===== src/rtl/keypad_col_decoder_pkg.sv =====
// Shared keypad definitions: legal row-scan patterns, debounce FSM state codes,
// frame classification and small decode helpers used by the scanner and decoder.
package keypad_col_decoder_pkg;

  localparam logic [3:0] ROW_GAP = 4'b1111;
  localparam logic [3:0] ROW_0   = 4'b1000;
  localparam logic [3:0] ROW_1   = 4'b0100;
  localparam logic [3:0] ROW_2   = 4'b0010;
  localparam logic [3:0] ROW_3   = 4'b0001;

  localparam logic [1:0] ST_IDLE            = 2'd0;
  localparam logic [1:0] ST_CONFIRM_PRESS   = 2'd1;
  localparam logic [1:0] ST_PRESSED         = 2'd2;
  localparam logic [1:0] ST_CONFIRM_RELEASE = 2'd3;

  typedef enum logic [1:0] {
    FRAME_NONE    = 2'd0,
    FRAME_SINGLE  = 2'd1,
    FRAME_MULTI   = 2'd2,
    FRAME_INVALID = 2'd3
  } frame_class_e;

  typedef enum logic [1:0] {
    ROW_KIND_GAP     = 2'd0,
    ROW_KIND_SCAN    = 2'd1,
    ROW_KIND_ILLEGAL = 2'd2
  } row_kind_e;

  function automatic row_kind_e row_kind(input logic [3:0] row);
    row_kind_e kind;
    case (row)
      ROW_GAP:                      kind = ROW_KIND_GAP;
      ROW_0, ROW_1, ROW_2, ROW_3:   kind = ROW_KIND_SCAN;
      default:                      kind = ROW_KIND_ILLEGAL;
    endcase
    return kind;
  endfunction

  // MSB-first one-hot to index: 1000 -> 0 ... 0001 -> 3.
  function automatic logic [1:0] onehot_index(input logic [3:0] v);
    logic [1:0] idx;
    case (v)
      4'b1000: idx = 2'd0;
      4'b0100: idx = 2'd1;
      4'b0010: idx = 2'd2;
      4'b0001: idx = 2'd3;
      default: idx = 2'd0;
    endcase
    return idx;
  endfunction

  function automatic logic [2:0] popcount4(input logic [3:0] v);
    logic [2:0] n;
    n = 3'd0;
    for (int i = 0; i < 4; i++) begin
      n = n + {2'b00, v[i]};
    end
    return n;
  endfunction

  function automatic logic [3:0] sat_inc(input logic [3:0] v);
    logic [3:0] r;
    if (v == 4'hF) begin
      r = 4'hF;
    end else begin
      r = v + 4'd1;
    end
    return r;
  endfunction

endpackage


===== src/rtl/keypad_col_decoder_frame_acc.sv =====
// Frame accumulator: collects column hits over one row-scan frame and reports
// the frame class combinationally on the gap (close) cycle.
module keypad_frame_acc
  import keypad_col_decoder_pkg::*;
(
  input  logic         clk_sec,
  input  logic         rst_n,
  input  logic [3:0]   row_drive,
  input  logic [3:0]   col_in,
  output logic         frame_close,
  output frame_class_e frame_class,
  output logic [3:0]   frame_code
);

  logic       seen_r;
  logic       multi_r;
  logic       invalid_r;
  logic [3:0] code_r;

  row_kind_e  kind_s;
  logic [2:0] ncols_s;
  logic [1:0] row_idx_s;
  logic [1:0] col_idx_s;

  // Decode the current row/column inputs.
  always_comb begin
    kind_s    = row_kind(row_drive);
    ncols_s   = popcount4(col_in);
    row_idx_s = onehot_index(row_drive);
    col_idx_s = onehot_index(col_in);
  end

  // Classify the accumulated frame; only meaningful while frame_close is high.
  always_comb begin
    frame_close = (row_drive == ROW_GAP);
    frame_code  = code_r;
    if (invalid_r) begin
      frame_class = FRAME_INVALID;
    end else if (multi_r) begin
      frame_class = FRAME_MULTI;
    end else if (seen_r) begin
      frame_class = FRAME_SINGLE;
    end else begin
      frame_class = FRAME_NONE;
    end
  end

  // Accumulate hits; the gap cycle clears everything for the next frame.
  always_ff @(posedge clk_sec) begin
    if (!rst_n) begin
      seen_r    <= 1'b0;
      multi_r   <= 1'b0;
      invalid_r <= 1'b0;
      code_r    <= 4'd0;
    end else begin
      case (kind_s)
        ROW_KIND_GAP: begin
          seen_r    <= 1'b0;
          multi_r   <= 1'b0;
          invalid_r <= 1'b0;
          code_r    <= 4'd0;
        end
        ROW_KIND_SCAN: begin
          if (ncols_s == 3'd0) begin
            seen_r <= seen_r;
          end else if ((ncols_s == 3'd1) && !seen_r) begin
            seen_r <= 1'b1;
            code_r <= {row_idx_s, col_idx_s};
          end else begin
            multi_r <= 1'b1;
          end
        end
        default: begin
          invalid_r <= 1'b1;
        end
      endcase
    end
  end

endmodule


===== src/rtl/keypad_col_decoder.sv =====
// Keypad column decoder: debounces frame classifications from keypad_frame_acc
// into accepted key presses/releases with registered key outputs.
module keypad_col_decoder
  import keypad_col_decoder_pkg::*;
#(
  parameter int unsigned DEBOUNCE_FRAMES = 3,
  parameter int unsigned COL_W           = 4
) (
  input  logic             clk_sec,
  input  logic             rst_n,
  input  logic [3:0]       row_drive,
  input  logic [COL_W-1:0] col_in,
  output logic [3:0]       key_code,
  output logic             key_valid,
  output logic             key_held,
  output logic             multi_err
);

  localparam logic [3:0] DEB_LIMIT = DEBOUNCE_FRAMES[3:0];

  logic         frame_close_s;
  frame_class_e frame_class_s;
  logic [3:0]   frame_code_s;

  logic [1:0]   state_r;
  logic [3:0]   cnt_r;
  logic [3:0]   cand_r;
  logic         discard_r;

  logic [1:0]   state_n_s;
  logic [3:0]   cnt_n_s;
  logic [3:0]   cand_n_s;
  logic [3:0]   cnt_inc_s;
  logic         act_s;
  logic         accept_s;
  logic         release_s;

  keypad_frame_acc u_frame_acc (
    .clk_sec     (clk_sec),
    .rst_n       (rst_n),
    .row_drive   (row_drive),
    .col_in      (col_in),
    .frame_close (frame_close_s),
    .frame_class (frame_class_s),
    .frame_code  (frame_code_s)
  );

  // Debounce next-state logic; evaluated only on non-discarded frame closes.
  always_comb begin
    state_n_s = state_r;
    cnt_n_s   = cnt_r;
    cand_n_s  = cand_r;
    accept_s  = 1'b0;
    release_s = 1'b0;
    cnt_inc_s = sat_inc(cnt_r);
    act_s     = frame_close_s && !discard_r;
    if (act_s && (frame_class_s == FRAME_INVALID)) begin
      cnt_n_s = 4'd0;
    end else if (act_s) begin
      case (state_r)
        ST_IDLE: begin
          if (frame_class_s == FRAME_SINGLE) begin
            cand_n_s = frame_code_s;
            cnt_n_s  = 4'd1;
            if (DEB_LIMIT <= 4'd1) begin
              state_n_s = ST_PRESSED;
              accept_s  = 1'b1;
            end else begin
              state_n_s = ST_CONFIRM_PRESS;
            end
          end else begin
            state_n_s = ST_IDLE;
          end
        end
        ST_CONFIRM_PRESS: begin
          if ((frame_class_s == FRAME_SINGLE) && (frame_code_s == cand_r)) begin
            cnt_n_s = cnt_inc_s;
            if (cnt_inc_s >= DEB_LIMIT) begin
              state_n_s = ST_PRESSED;
              accept_s  = 1'b1;
            end else begin
              state_n_s = ST_CONFIRM_PRESS;
            end
          end else if (frame_class_s == FRAME_SINGLE) begin
            cand_n_s = frame_code_s;
            cnt_n_s  = 4'd1;
          end else begin
            state_n_s = ST_IDLE;
            cnt_n_s   = 4'd0;
          end
        end
        ST_PRESSED: begin
          // A second key while pressed is ignored: no rollover.
          if (frame_class_s == FRAME_NONE) begin
            cnt_n_s = 4'd1;
            if (DEB_LIMIT <= 4'd1) begin
              state_n_s = ST_IDLE;
              release_s = 1'b1;
            end else begin
              state_n_s = ST_CONFIRM_RELEASE;
            end
          end else begin
            state_n_s = ST_PRESSED;
          end
        end
        ST_CONFIRM_RELEASE: begin
          if (frame_class_s == FRAME_NONE) begin
            cnt_n_s = cnt_inc_s;
            if (cnt_inc_s >= DEB_LIMIT) begin
              state_n_s = ST_IDLE;
              release_s = 1'b1;
            end else begin
              state_n_s = ST_CONFIRM_RELEASE;
            end
          end else begin
            state_n_s = ST_PRESSED;
            cnt_n_s   = 4'd0;
          end
        end
        default: begin
          state_n_s = ST_IDLE;
          cnt_n_s   = 4'd0;
        end
      endcase
    end else begin
      state_n_s = state_r;
    end
  end

  // State, debounce bookkeeping and registered key outputs.
  always_ff @(posedge clk_sec) begin
    if (!rst_n) begin
      state_r   <= ST_IDLE;
      cnt_r     <= 4'd0;
      cand_r    <= 4'd0;
      discard_r <= 1'b1;
      key_code  <= 4'd0;
      key_valid <= 1'b0;
      key_held  <= 1'b0;
      multi_err <= 1'b0;
    end else begin
      state_r   <= state_n_s;
      cnt_r     <= cnt_n_s;
      cand_r    <= cand_n_s;
      discard_r <= frame_close_s ? 1'b0 : discard_r;
      key_valid <= accept_s;
      multi_err <= act_s && (frame_class_s == FRAME_MULTI);
      if (accept_s) begin
        key_code <= cand_n_s;
        key_held <= 1'b1;
      end else if (release_s) begin
        key_held <= 1'b0;
      end else begin
        key_held <= key_held;
      end
    end
  end

endmodule


===== config.mk =====
export PLATFORM = sky130hd
export DESIGN_NAME = keypad_col_decoder
export DESIGN_NICKNAME = d
export VERILOG_FILES = /design/src/rtl/keypad_col_decoder_pkg.sv /design/src/rtl/keypad_col_decoder_frame_acc.sv /design/src/rtl/keypad_col_decoder.sv
export SDC_FILE = /design/constraint.sdc
export NUM_CORES = 1
export LEC_CHECK = 0
export CORE_ASPECT_RATIO = 2
export CORE_UTILIZATION = 49
export DETAILED_ROUTE_END_ITERATION = 16
export PLACE_DENSITY_LB_ADDON = 0.1
export SETUP_SLACK_MARGIN = 0.15
export SLEW_MARGIN = 20
export SYNTH_ARGS = -nofsm -noshare
export SYNTH_HDL_FRONTEND = slang
export SYNTH_HIERARCHICAL = 1
export SYNTH_SLANG_ARGS = --single-unit

===== constraint.sdc =====
create_clock -name clk_sec -period 2.3 [get_ports clk_sec]
set_clock_uncertainty 0.1 [all_clocks]
set_input_delay 0.46 -clock clk_sec [delete_from_list [all_inputs] [get_ports clk_sec]]
set_output_delay 0.46 -clock clk_sec [all_outputs]
set_load 0.005 [all_outputs]

* Word level (Yosys, flattened, before mapping)
Cells that the tools add are included. W data, S select, Z words.
Word-level totals: memory bits (read-only) 0, bits in writable memories 0, latch bits 0, register bits after elaboration 25, output and inout port bits 7, memories kept 0
Operators by class: multiply operators 0, mux-type cells 47, order comparisons 1, equal/unequal tests 24, div/mod/pow operators 0, bitwise gates (word level) 2, reductions and logical operators 19, add/sub/neg operators 4, shift operators 0
Operator list (number):
- $mux W4 | 11
- $mux W1 | 19
- $pmux W4 S2 | 2
- $pmux W4 S4 | 1
- $mux W2 | 7
- $eq A4 B4 Y1 const B | 3
- $pmux W2 S3 | 2
- $reduce_and A3 Y1 | 4
- $eq A2 B2 Y1 const B | 4
- $eq A4 B1 Y1 const B | 2
- $eq A4 B2 Y1 const B | 2
- $eq A4 B3 Y1 const B | 2
- $ne A2 B2 Y1 const B | 4
- $pmux W2 S4 | 1
- $add A3 B1 Y3 | 2
- $eq A2 B1 Y1 const B | 3
- $logic_not A2 Y1 | 3
- $pmux W1 S2 | 3
- $logic_and A1 B1 Y1 | 5
- $add A4 B1 Y4 const B | 1
- $eq A4 B4 Y1 | 1
- $ge A4 B2 Y1 const B | 1
- $pmux W2 S2 | 1
- $reduce_bool A2 Y1 | 2
- 9 further kinds | 11

* Longest topological paths before layout
depth in word-level cells 10, gate-level depth with buffers 8, gate-level depth less buffers 7

* By module
The synthesis kept the hierarchy.
By module, submodules not included:
- keypad_col_decoder | instances 1, area an instance 914.6 µm², cells each 104
- keypad_frame_acc | instances 1, area an instance 521.8 µm², cells each 60

* Worst setup path after synthesis
Ideal clock, no wire load.
path kind input to register, start point in col_in[0], end point reg u_frame_acc.code_r[0] (netlist: u_frame_acc/frame_code[0]), required time 2.070 ns, cell stages on the path 7, library setup time 0.130 ns, path buffers 0, path slack 0.095 ns, data arrival time 1.975 ns, cells stage by stage inv_1 > ha_1 > fa_1 > ha_1 > nor2_1 > o2111ai_2 > mux2i_1
Between the ends: cells in the longest elaborated chain, start to end 7
RTL lines:
- from (decl) | RTL line keypad_col_decoder.sv:12 | input logic [COL_W-1:0] col_in,
- $add A1 B1 Y2 | RTL line keypad_col_decoder_pkg.sv:56 | n = n + {2'b00, v[i]};
- $add A3 B1 Y3 (2 in a row) | RTL line keypad_col_decoder_pkg.sv:56
- $eq A3 B1 Y1 | RTL line keypad_col_decoder_frame_acc.sv:66 | end else if ((ncols_s == 3'd1) && !seen_r) begin
- $logic_and A1 B1 Y1 | RTL line keypad_col_decoder_frame_acc.sv:66
- $ne A2 B1 Y1 (no source line)
- $reduce_and A3 Y1 (no source line)
- to (signal assigned) | RTL line keypad_col_decoder_frame_acc.sv:68 | code_r <= {row_idx_s, col_idx_s};
- to (decl) | RTL line keypad_col_decoder_frame_acc.sv:18 | logic [3:0] code_r;
Parallel ways exist; a longest one is shown, timed or not. The select of a mux whose other input is x is not followed. A chain may end at the register's enable or synchronous reset.

* Worst setup path in the final report
start point in row_drive[0], end point reg state_r[1]
Between the ends: cells in the longest elaborated chain, start to end 5
RTL lines:
- from (decl) | RTL line keypad_col_decoder.sv:11 | input logic [3:0] row_drive,
- $eq A4 B4 Y1 * | RTL line keypad_col_decoder_frame_acc.sv:35 | frame_close = (row_drive == ROW_GAP);
- net frame_close_s | RTL line keypad_col_decoder.sv:21 | logic frame_close_s;
- $logic_and A1 B1 Y1 * | RTL line keypad_col_decoder.sv:56 | act_s = frame_close_s && !discard_r;
- $logic_and A1 B1 Y1 | RTL line keypad_col_decoder.sv:57 | if (act_s && (frame_class_s == FRAME_INVALID)) begin
- $not A1 Y1 (no source line)
- $reduce_and A3 Y1 (no source line) *
- to (signal assigned) | RTL line keypad_col_decoder.sv:142 | state_r <= state_n_s;
- to (decl) | RTL line keypad_col_decoder.sv:25 | logic [1:0] state_r;
Mark *: on every way through the listed nets, which the timed path passes. The rest lies on a longest branch.

==> results.md <==
* CP Capture Type: flip-flop
* Maximum vdd drop at 0.465 mV
* Ant. Diodes at 0
* Crit-path slowest cell: or4_1
* Mapped Area at 0.00144 sq mm
* Initial antenna violation count at 0
* Largest net degree at the start of global routing at 16
* Die Ht at 78.6 um
* Layout cells sized above 1 at 24.4%
* Worst-Margin Slew at 436 ps
* Pwr Density at 462 mW/mm^2
* Starting Density at 51.9%
* Cell with the most instances after synthesis: dfxtp_1
* Drt wl/cell at 13.9 um
* Critical Path Start Type: primary input
* Die W at 40.3 um
* Post-synthesis cell type count at 44
* Max Cap Viol at 0
* Finished Cell Area at 0.00190 sq mm
* DPL Wire Length at 2.56 mm
* Die area at 0.00317 sq mm
* Met1 Track Usage GR at 21.8%
* Core ar. at 0.00277 sq mm
* Global routing usage on met3 at 2.54%
* Main area contributors after synthesis: dfxtp_1 (35%), nand2_1 (6.0%), ha_1 (5.2%)
* Final Setup Violations at 0
* Htree depth at 1
* Lkg Pwr at 0.795 nW
* Main synth FF type: dfxtp_1
* Met2 Track Usage GR at 44.2%
* CTS tree: built
* Via count at 1325
* Ys Warns at 6
* CP cell instances: clkdlybuf4s50_1 -> nand4_1 -> inv_1 -> and2b_2 -> nand2_2 -> or4_1 -> and3_1
* Fill cells at 236
* Min-delay worst type: flip-flop to flip-flop
* Clock slew seen by the registers of the worst setup and hold paths at 90 ps
* Clock sinks at 25
* Number of synthesized flops with an enable pin at 0
* Critical path arrival at 2210 ps
* Buffers on Ports at 16
* Main combinational cell family by area after synthesis: simple AND/OR/NAND/NOR gates
* Register area share after synthesis at 34.8%
* Headroom to the max-slew limit at 70.7%
* Drt drc at 0
* GRT busiest layer: met2
* Cts hold-fix bufs at 0
* # rows at 27
* I/O pin cnt at 17
* Overflow left after global routing at 0
* Skew-Pair Late Insertion Delay at 260 ps
* Final nets at 223
* Worst slack, placed at -427 ps
* Mux contribution to synthesized area at 6.45%
* P&R area growth vs syn at 32.0%
* Iteration-0 DRC Markers at 24
* Min Tclk post-route at 2150 ps
* Asr flop ratio synth at 0%
* Area leader, netlist: dfxtp_1
* Post-synthesis register bit count at 25
* Worst Path Class, Setup: primary input to flip-flop
* Post-synthesis area per instance at 8.76 sq um
* Vias/cell at 5.66
* Synth Area in Adders at 6.62%
* Power, Total at 877 uW
* CTS Buf Count at 3
* Vias in the first global route at 1254
* Fmax at 0.466 GHz
* Period utilization at 93.4%
* Syn Nets at 181
* DRT Pass-1 Iters at 4
* Total Routing Usage GR at 22.2%
* Most frequent cells after synthesis: dfxtp_1 (25), nand2_1 (23), inv_1 (10)
* DRT antenna net count at 0
* Area post-placement at 0.00178 sq mm
* CP Max Fanout at 4
* XOR/XNOR Fraction of Synth Area at 4.27%
* Global-route wire length before repair at 5.14 mm
* Post-synth top area share at 34.8%
* RSZ-0062 raised after global routing: yes
* Root buffer cell: clkbuf_8
* Post-synthesis compound-gate area fraction at 16.6%
* Post-Synth Simple-Gate Area at 26.8%
* Slew Limit Fails at 0
* Final WL at 3.26 mm
* Final hold vios at 0
* Status: finished, final reports clean
* CP required at 2370 ps
* Slowest stage delay, CP at 500 ps
* Final GP Congestion at 0.791
* Worst Setup Slack, final at 153 ps
* Max clock buf depth at 2
* Cell count after synthesis at 164
## flip-flops by register name, indices dropped and copies added (netlist names)
| signal | cells |
|---|---|
| cand_r | 4 |
| cnt_r | 4 |
| discard_r | 1 |
| key_code | 4 |
| key_held | 1 |
| key_valid | 1 |
| multi_err | 1 |
| state_r | 2 |
| u_frame_acc/frame_code | 4 |
| u_frame_acc/invalid_r | 1 |
| u_frame_acc/multi_r | 1 |
| u_frame_acc/seen_r | 1 |
## layout by cell type (no fill, tap or decap), types with 3 or more instances in the layout
cell type        Yosys  final
nand2b_1             3      3
nand3_1              7      7
and3_1               3      3
nor2_1               7      6
a21oi_1              9      8
clkbuf_8             0      3
buf_4                2     24
xnor2_1              3      3
nand2_2              1      3
o21ai_0              7      7
or3_1                3      3
clkdlybuf4s50_1      0     14
and2_1               3      3
xor2_1               4      4
ha_1                 6      4
dfxtp_1             25     25
mux2i_1              7      7
o21a_1               4      3
nand2_1             23     21
nor3_1               3      3
a211oi_1             4      4
a21boi_0             3      3
inv_1               10      8
## critical path: cells and delay by family
kind / cells / cell delay, ps
buffers and inverters: 2 / 600
and+or+nand+nor: 5 / 1140
## path summary, 6_finish.rpt
path,to,cells after the start,slack [ps],from
max,state_r[1],7,150,row_drive[0]
min,key_code[2],2,360,key_code[2]
max reg2reg,key_code[1],5,360,u_frame_acc/frame_code[2]
min reg2reg,key_code[2],2,360,key_code[2]
## metal layers
metal  vias to the layer above  routed length, um
met4                         0                 58
met3                         4                 50
li1                        665                  -
met5                         -                  0
met1                       638               1150
met2                        18               2000
## cell families after synthesis
| kind of cell | after synthesis |
|---|---|
| mux | 9 |
| xor+xnor | 7 |
| fa+ha+maj | 7 |
| simple gates | 68 |
| buf+inv | 13 |
| compound gates | 35 |
| flops | 25 |
## power by group
part	internal [mW]	switching [mW]
logic	0.0847	0.0857
registers	0.438	0.00392
clock network	0.122	0.141
## cell type report
class	count	area, sq um	area share (%)
Multi-Input combinational cell	126	935	49.3
Sequential cell	25	500	26.4
Timing Repair Buffer	40	338	17.8
Clock buffer	3	41.3	2.18
Inverter	10	37.5	1.98
Tap cell	29	36.3	1.91
Clock inverter	1	7.51	0.396
## metrics by stage
step / utilization [%] / TNS [ps] / hold WS [ps] / instances
detailed placement: 64.2 / -3140 / 348 / 227
CTS: 67.0 / 0 / 361 / 231
floorplan: - / 0 / 351 / 164
finish: 68.4 / 0 / 360 / 234
global route: 68.4 / 0 / 370 / 234
global placement: 64.2 / -2520 / 344 / 227
## repair_timing
action | in CTS | in global routing
pin swaps | 5 | 2
buffers inserted | 0 | 3
gates cloned | 0 | 0
resized for setup | 8 | 5
setup endpoints to repair | 9 | 10
No activity file was read; power rests on OpenSTA's default activity.
